## config.mk

```make
export PLATFORM = sky130hd
export DESIGN_NAME = mem_align_sequencer
export DESIGN_NICKNAME = d
export VERILOG_FILES = /design/src/rtl/mem_pkg.sv /design/src/rtl/load_extend.sv /design/src/rtl/mem_align_sequencer.sv
export SDC_FILE = /design/constraint.sdc
export NUM_CORES = 1
export LEC_CHECK = 0
export BUFFER_PORTS_ARGS = -buffer_cell sky130_fd_sc_hd__buf_4
export CORE_MARGIN = 2
export CORE_UTILIZATION = 58
export DETAILED_ROUTE_END_ITERATION = 12
export GPL_TIMING_DRIVEN = 0
export PLACE_DENSITY = 0.92
export SLEW_MARGIN = 20
export SYNTH_ARGS = -nofsm -noshare
export SYNTH_HDL_FRONTEND = slang
export SYNTH_HIERARCHICAL = 1
export SYNTH_SLANG_ARGS = --single-unit
```

## constraint.sdc

```tcl
create_clock -name clk -period 8.1 [get_ports clk]
set_clock_uncertainty 0.1 [all_clocks]
set_input_delay 0.405 -clock clk [delete_from_list [all_inputs] [get_ports clk]]
set_output_delay 0.405 -clock clk [all_outputs]
set_load 0.1 [all_outputs]
```

## src/rtl/mem_pkg.sv

```systemverilog
// Shared memory-access definitions: funct3 size codes, sequencer states and
// small helpers for alignment and access width.
package mem_pkg;

  typedef enum logic [2:0] {
    MEM_BYTE = 3'd0,
    MEM_HALF = 3'd1,
    MEM_WORD = 3'd2,
    MEM_LBU  = 3'd4,
    MEM_LHU  = 3'd5
  } mem_size_e;

  typedef enum logic [1:0] {
    IDLE  = 2'd0,
    SPLIT = 2'd1,
    RESP  = 2'd2
  } state_e;

  // Codes 3, 6 and 7 fall into the default arm and behave as a word.
  function automatic logic is_misaligned(input logic [1:0] addr_lo, input logic [2:0] size);
    case (size)
      MEM_BYTE, MEM_LBU: return 1'b0;
      MEM_HALF, MEM_LHU: return addr_lo[0];
      default:           return addr_lo != 2'b00;
    endcase
  endfunction

  function automatic logic [2:0] bytes_of(input logic [2:0] size);
    case (size)
      MEM_BYTE, MEM_LBU: return 3'd1;
      MEM_HALF, MEM_LHU: return 3'd2;
      default:           return 3'd4;
    endcase
  endfunction

endpackage

```

## src/rtl/load_extend.sv

```systemverilog
// Sign/zero extension of right-justified load data according to the funct3 size.
module load_extend
  import mem_pkg::*;
(
  input  logic [31:0] raw,
  input  logic [2:0]  size,
  output logic [31:0] data
);

  always_comb begin
    data = raw;
    case (size)
      MEM_BYTE: data = {{24{raw[7]}}, raw[7:0]};
      MEM_LBU:  data = {24'h0, raw[7:0]};
      MEM_HALF: data = {{16{raw[15]}}, raw[15:0]};
      MEM_LHU:  data = {16'h0, raw[15:0]};
      default:  data = raw;
    endcase
  end

endmodule

```

## src/rtl/mem_align_sequencer.sv

```systemverilog
// Load/store front end for the byte-addressable data memory: aligned accesses
// pass straight through, misaligned ones are replayed as byte operations.
//
// state | meaning
// IDLE  | ready; aligned requests hit memory in the accept cycle
// SPLIT | one byte op per cycle, counter selects the byte lane
// RESP  | one-cycle response pulse, not ready
module mem_align_sequencer
  import mem_pkg::*;
#(
  parameter int AWIDTH      = 32,
  parameter int DWIDTH      = 32,
  parameter int MISALIGN_EN = 1
) (
  input  logic              clk,
  input  logic              rst,
  input  logic              req_valid_i,
  output logic              req_ready_o,
  input  logic              req_we_i,
  input  logic [AWIDTH-1:0] req_addr_i,
  input  logic [DWIDTH-1:0] req_wdata_i,
  input  logic [2:0]        req_size_i,
  output logic              resp_valid_o,
  output logic [DWIDTH-1:0] resp_rdata_o,
  output logic              resp_err_o,
  output logic [AWIDTH-1:0] mem_addr_o,
  output logic [DWIDTH-1:0] mem_data_o,
  output logic [2:0]        mem_size_o,
  output logic              mem_read_en_o,
  output logic              mem_write_en_o,
  input  logic [DWIDTH-1:0] mem_data_i
);

  state_e            state;
  logic [1:0]        cnt;
  logic [1:0]        last;
  logic              lat_we;
  logic [AWIDTH-1:0] lat_addr;
  logic [DWIDTH-1:0] lat_wdata;
  logic [2:0]        lat_size;
  logic [DWIDTH-1:0] asm_data;

  logic              req_mis;
  logic [DWIDTH-1:0] split_word;
  logic [DWIDTH-1:0] ext_raw;
  logic [2:0]        ext_size;
  logic [DWIDTH-1:0] ext_data;

  assign req_mis     = is_misaligned(req_addr_i[1:0], req_size_i);
  // Held off during reset so nothing is accepted while the FSM is being cleared.
  assign req_ready_o = (state == IDLE) && !rst;

  always_comb begin
    split_word = asm_data;
    split_word[{cnt, 3'b000} +: 8] = mem_data_i[7:0];
  end

  assign ext_raw  = (state == SPLIT) ? split_word : mem_data_i;
  assign ext_size = (state == SPLIT) ? lat_size : req_size_i;

  load_extend u_load_extend (
    .raw  (ext_raw),
    .size (ext_size),
    .data (ext_data)
  );

  // Memory port is combinational so an aligned access completes in its accept cycle.
  always_comb begin
    mem_addr_o     = '0;
    mem_data_o     = '0;
    mem_size_o     = '0;
    mem_read_en_o  = 1'b0;
    mem_write_en_o = 1'b0;
    if (!rst) begin
      case (state)
        IDLE: begin
          if (req_valid_i && !req_mis) begin
            mem_addr_o     = req_addr_i;
            mem_size_o     = req_we_i ? (req_size_i & 3'b011) : req_size_i;
            mem_data_o     = req_we_i ? req_wdata_i : '0;
            mem_read_en_o  = !req_we_i;
            mem_write_en_o = req_we_i;
          end
        end
        SPLIT: begin
          mem_addr_o     = lat_addr + AWIDTH'(cnt);
          mem_size_o     = MEM_BYTE;
          mem_data_o     = lat_we ? DWIDTH'(lat_wdata[{cnt, 3'b000} +: 8]) : '0;
          mem_read_en_o  = !lat_we;
          mem_write_en_o = lat_we;
        end
        default: ;
      endcase
    end
  end

  always_ff @(posedge clk) begin
    if (rst) begin
      state        <= IDLE;
      cnt          <= '0;
      last         <= '0;
      lat_we       <= 1'b0;
      lat_addr     <= '0;
      lat_wdata    <= '0;
      lat_size     <= '0;
      asm_data     <= '0;
      resp_valid_o <= 1'b0;
      resp_rdata_o <= '0;
      resp_err_o   <= 1'b0;
    end else begin
      case (state)
        IDLE: begin
          if (req_valid_i) begin
            if (!req_mis) begin
              state        <= RESP;
              resp_valid_o <= 1'b1;
              resp_err_o   <= 1'b0;
              resp_rdata_o <= req_we_i ? '0 : ext_data;
            end else if (MISALIGN_EN != 0) begin
              state     <= SPLIT;
              cnt       <= '0;
              last      <= 2'(bytes_of(req_size_i) - 3'd1);
              lat_we    <= req_we_i;
              lat_addr  <= req_addr_i;
              lat_wdata <= req_wdata_i;
              lat_size  <= req_size_i;
              asm_data  <= '0;
            end else begin
              state        <= RESP;
              resp_valid_o <= 1'b1;
              resp_err_o   <= 1'b1;
              resp_rdata_o <= '0;
            end
          end
        end
        SPLIT: begin
          asm_data <= split_word;
          if (cnt == last) begin
            state        <= RESP;
            resp_valid_o <= 1'b1;
            resp_err_o   <= 1'b0;
            resp_rdata_o <= lat_we ? '0 : ext_data;
          end else begin
            cnt <= cnt + 2'd1;
          end
        end
        RESP: begin
          state        <= IDLE;
          cnt          <= '0;
          resp_valid_o <= 1'b0;
          resp_err_o   <= 1'b0;
          resp_rdata_o <= '0;
        end
        default: state <= IDLE;
      endcase
    end
  end

endmodule

```

==> results.md <==
- Yosys top cell area share: approximately 36%
- Post-synth net total: approximately 1.1k
- Synth area leader: dfxtp_1
- CP Class: flop to flop
- Final cell count without fillers: 1,441
- Minimum clock period: between 3000 and 4000 ps
- Pwr dens: 211 nW/um^2
- Layout cells sized above 1: between 20% and 30%
- Setup TNS: 0 ps
- Hold path start: req_addr_i[6]
- Min-delay worst type: input port to flop
- Worst vdd ir: between 150 and 200 uV
- Hold buffers post-CTS: 0
- Drt total wl: 25,200 um
- Largest net degree at the start of global routing: 17
- First-pass GRT wire length: approximately 40,000 um
- Ant diodes: 0
- DRC Markers: 0
- Hold depth: 3
- Most common cell after layout, fill and taps aside: nand2_1
- CTS sink cnt: around 140
- Cells after synthesis: around 1.0k
- Worst path cell trace: clkbuf_1, inv_1, ha_1, nand2_1, nor3_2, a21oi_1, a21oi_1, mux2i_2, clkbuf_1, o21ai_0, nand2_1, o21ai_1
- CTS buffer count: 17
- Crit path max fanout: 10
- Final hold violation count: 0
- Critical-path cell with the highest stage delay: clkbuf_1
- Initial antenna violation count: 0
- Leakage power: 0.00414 uW
- # IOs: 207
- CTS H-tree lvls: 4
- Vias per Instance: around 5.9
- Filler Cell Count: approximately 960
- Hpwl dp: ~18,000 um
- Count of final setup violators: 0
- Netlist Area Pre-Place: roughly 7800 um^2
- CP Capture Type: flop
- Syn_area_per_cell: 7.54 um^2
- Startpoint types: flop
- Clock-pin slew on the worst setup and hold paths: about 60 ps
- Critical Path Start: cnt[1]$_SDFFE_PP0P_
- DR iter-0 viols: 752
- Syn-to-layout area delta: 30.5%
- Core ar.: ~13,000 um^2
- Die width: between 100 and 150 um
- F_max: around 0.27 GHz
- Period utilization: between 40% and 50%
- Hold slack final: between 100 and 150 ps
- Rel. slew slack: between 40% and 50%
- Most frequent cells in the layout: nand2_1 (275), buf_4 (219), dfxtp_1 (139)
- Worst Path Required: 8360 ps
- Worst skew pair latency: 430 ps
- Clock root buffer: clkbuf_16
- Gr ovfl total: 0
- Ys Warns: 6
- Post-synth EDFFs: 0
- Vias in the first global route: a little over 8k
- First drt pass iteration count: 6
- Routed via count: 8,447
- Measured slew at the worst slew-check pin: 786 ps
- # resized after CTS: 0
- Row Count: 42
- Top cells by area, synth: dfxtp_1 (36%), nand2_1 (13%), a21oi_1 (7.5%)
- Synth unique cells: a little over 60
- Initial core utilization: between 50% and 60%
- CTS tree: done
- Max_cap viols: 0
- Die area: 14,300 um^2
- Top_reg_cell synth: dfxtp_1
- Final Max Slew Viols: 0
- Worst setup margin: ~4400 ps
- Seq/Total Area, Yosys: between 30% and 40%
- Post-DRT Antenna Nets: 0
- Worst r2r src: cnt[1]$_SDFFE_PP0P_
- R2R depth: 12
- Total GRT Usage: 35.1%
- Final nets: approximately 1.4k
- Reg2reg setup slack: ~4400 ps
- Synthesis-stage register bit count: about 140
- RSZ-0062 raised after global routing: false
- Worst-case clock buffer depth: 2
- Max stage delay on crit path: between 500 and 600 ps
- Placed cells: between 1k and 1.5k
- Setup WS pre-CTS: approximately 4500 ps
- Status: complete, no violations
- GPL Wtd Cong: around 0.97
- Die height: between 100 and 150 um
- WL/cell: 17.5 um
- I/O Buffers: between 200 and 250
- Critical path arrival: approximately 4000 ps
- Post CTS Setup Buffer Count: 0
- Async SR Flop Fraction: 0%
==> synthesized netlist by cell type, types with 9 or more instances <==
master,number
xnor2_1,23
o21ai_1,48
nor3_1,13
clkbuf_1,46
inv_1,11
nor2b_1,26
nand3_1,9
buf_2,10
nand3b_1,33
nand2_1,275
o21ai_0,62
buf_4,16
ha_1,12
a21oi_1,116
dfxtp_1,139
and3_1,26
nor2_1,43
a22o_1,11
==> metal layers <==
layer	track usage (%)	vias up	part of all wire, %
met3	6.65	94	8.7
met5	0	-	0
met4	18.0	0	3.8
met1	42.5	3900	39
met2	59.3	489	49
li1	-	3964	-
==> worst paths after layout <==
| check | endpoint |
|---|---|
| max | resp_rdata_o[31]$_SDFFE_PP0P_ |
| min | lat_addr[6]$_SDFFE_PP0P_ |
| max reg2reg | resp_rdata_o[31]$_SDFFE_PP0P_ |
| min reg2reg | asm_data[26]$_SDFFE_PP0P_ |
==> critical path, delay by kind of cell (launching register included) <==
| kind | cells | cell delay [ps] |
|---|---|---|
| buf+inv | 3 | 940 |
| compound gates | 4 | 830 |
| flops | 1 | 520 |
| fa+ha+maj | 1 | 440 |
| mux | 1 | 180 |
| simple gates | 3 | 660 |
==> registers in the layout, summed over array words and instances (netlist names) <==
signal and cells:
resp_rdata_o 32, cnt 2, asm_data 32, resp_valid_o 1, last 2, lat_wdata 32, state 2, lat_addr 32
lat_size 3, lat_we 1
==> cells by family (layout without fill, tap and decap cells) <==
logic type	Yosys count	count (layout)	share of synthesized area, %
AO/OA/AOI/OAI	273	273	20.3
adder cells (fa/ha/maj)	13	13	2.19
other	1	1	0.0483
multiplexers	14	14	3.19
AND/OR/NAND/NOR	464	464	29.0
buffers and inverters	95	330	5.93
XOR/XNOR	31	31	3.49
flip-flops	139	139	35.8
==> final cells by class <==
cell class | instances | area, um^2 | share of cell area (%)
multi-input combinational | 796 | 4530 | 44.6
clock inverter | 13 | 173 | 1.70
buffer | 83 | 415 | 4.10
timing repair buffer | 203 | 1520 | 15.0
tap | 176 | 220 | 2.17
clock buffer | 19 | 453 | 4.47
inverter | 12 | 45.0 | 0.444
sequential | 139 | 2780 | 27.4
==> per-stage QoR <==
step | utilization, % | power [uW] | instance area (um^2)
after floorplan | - | 1160 | 7770
after global placement | 72.4 | 1310 | 9510
after detailed placement | 72.4 | 1320 | 9510
after CTS | 77.2 | 2130 | 10100
after global routing | 77.2 | 2210 | 10100
final | 77.2 | 2140 | 10100
==> report_power, final <==
part           switching, uW  internal [uW]
logic                    404            160
clock network            297            527
registers               30.9            722
(Power assumes the default switching activity.)
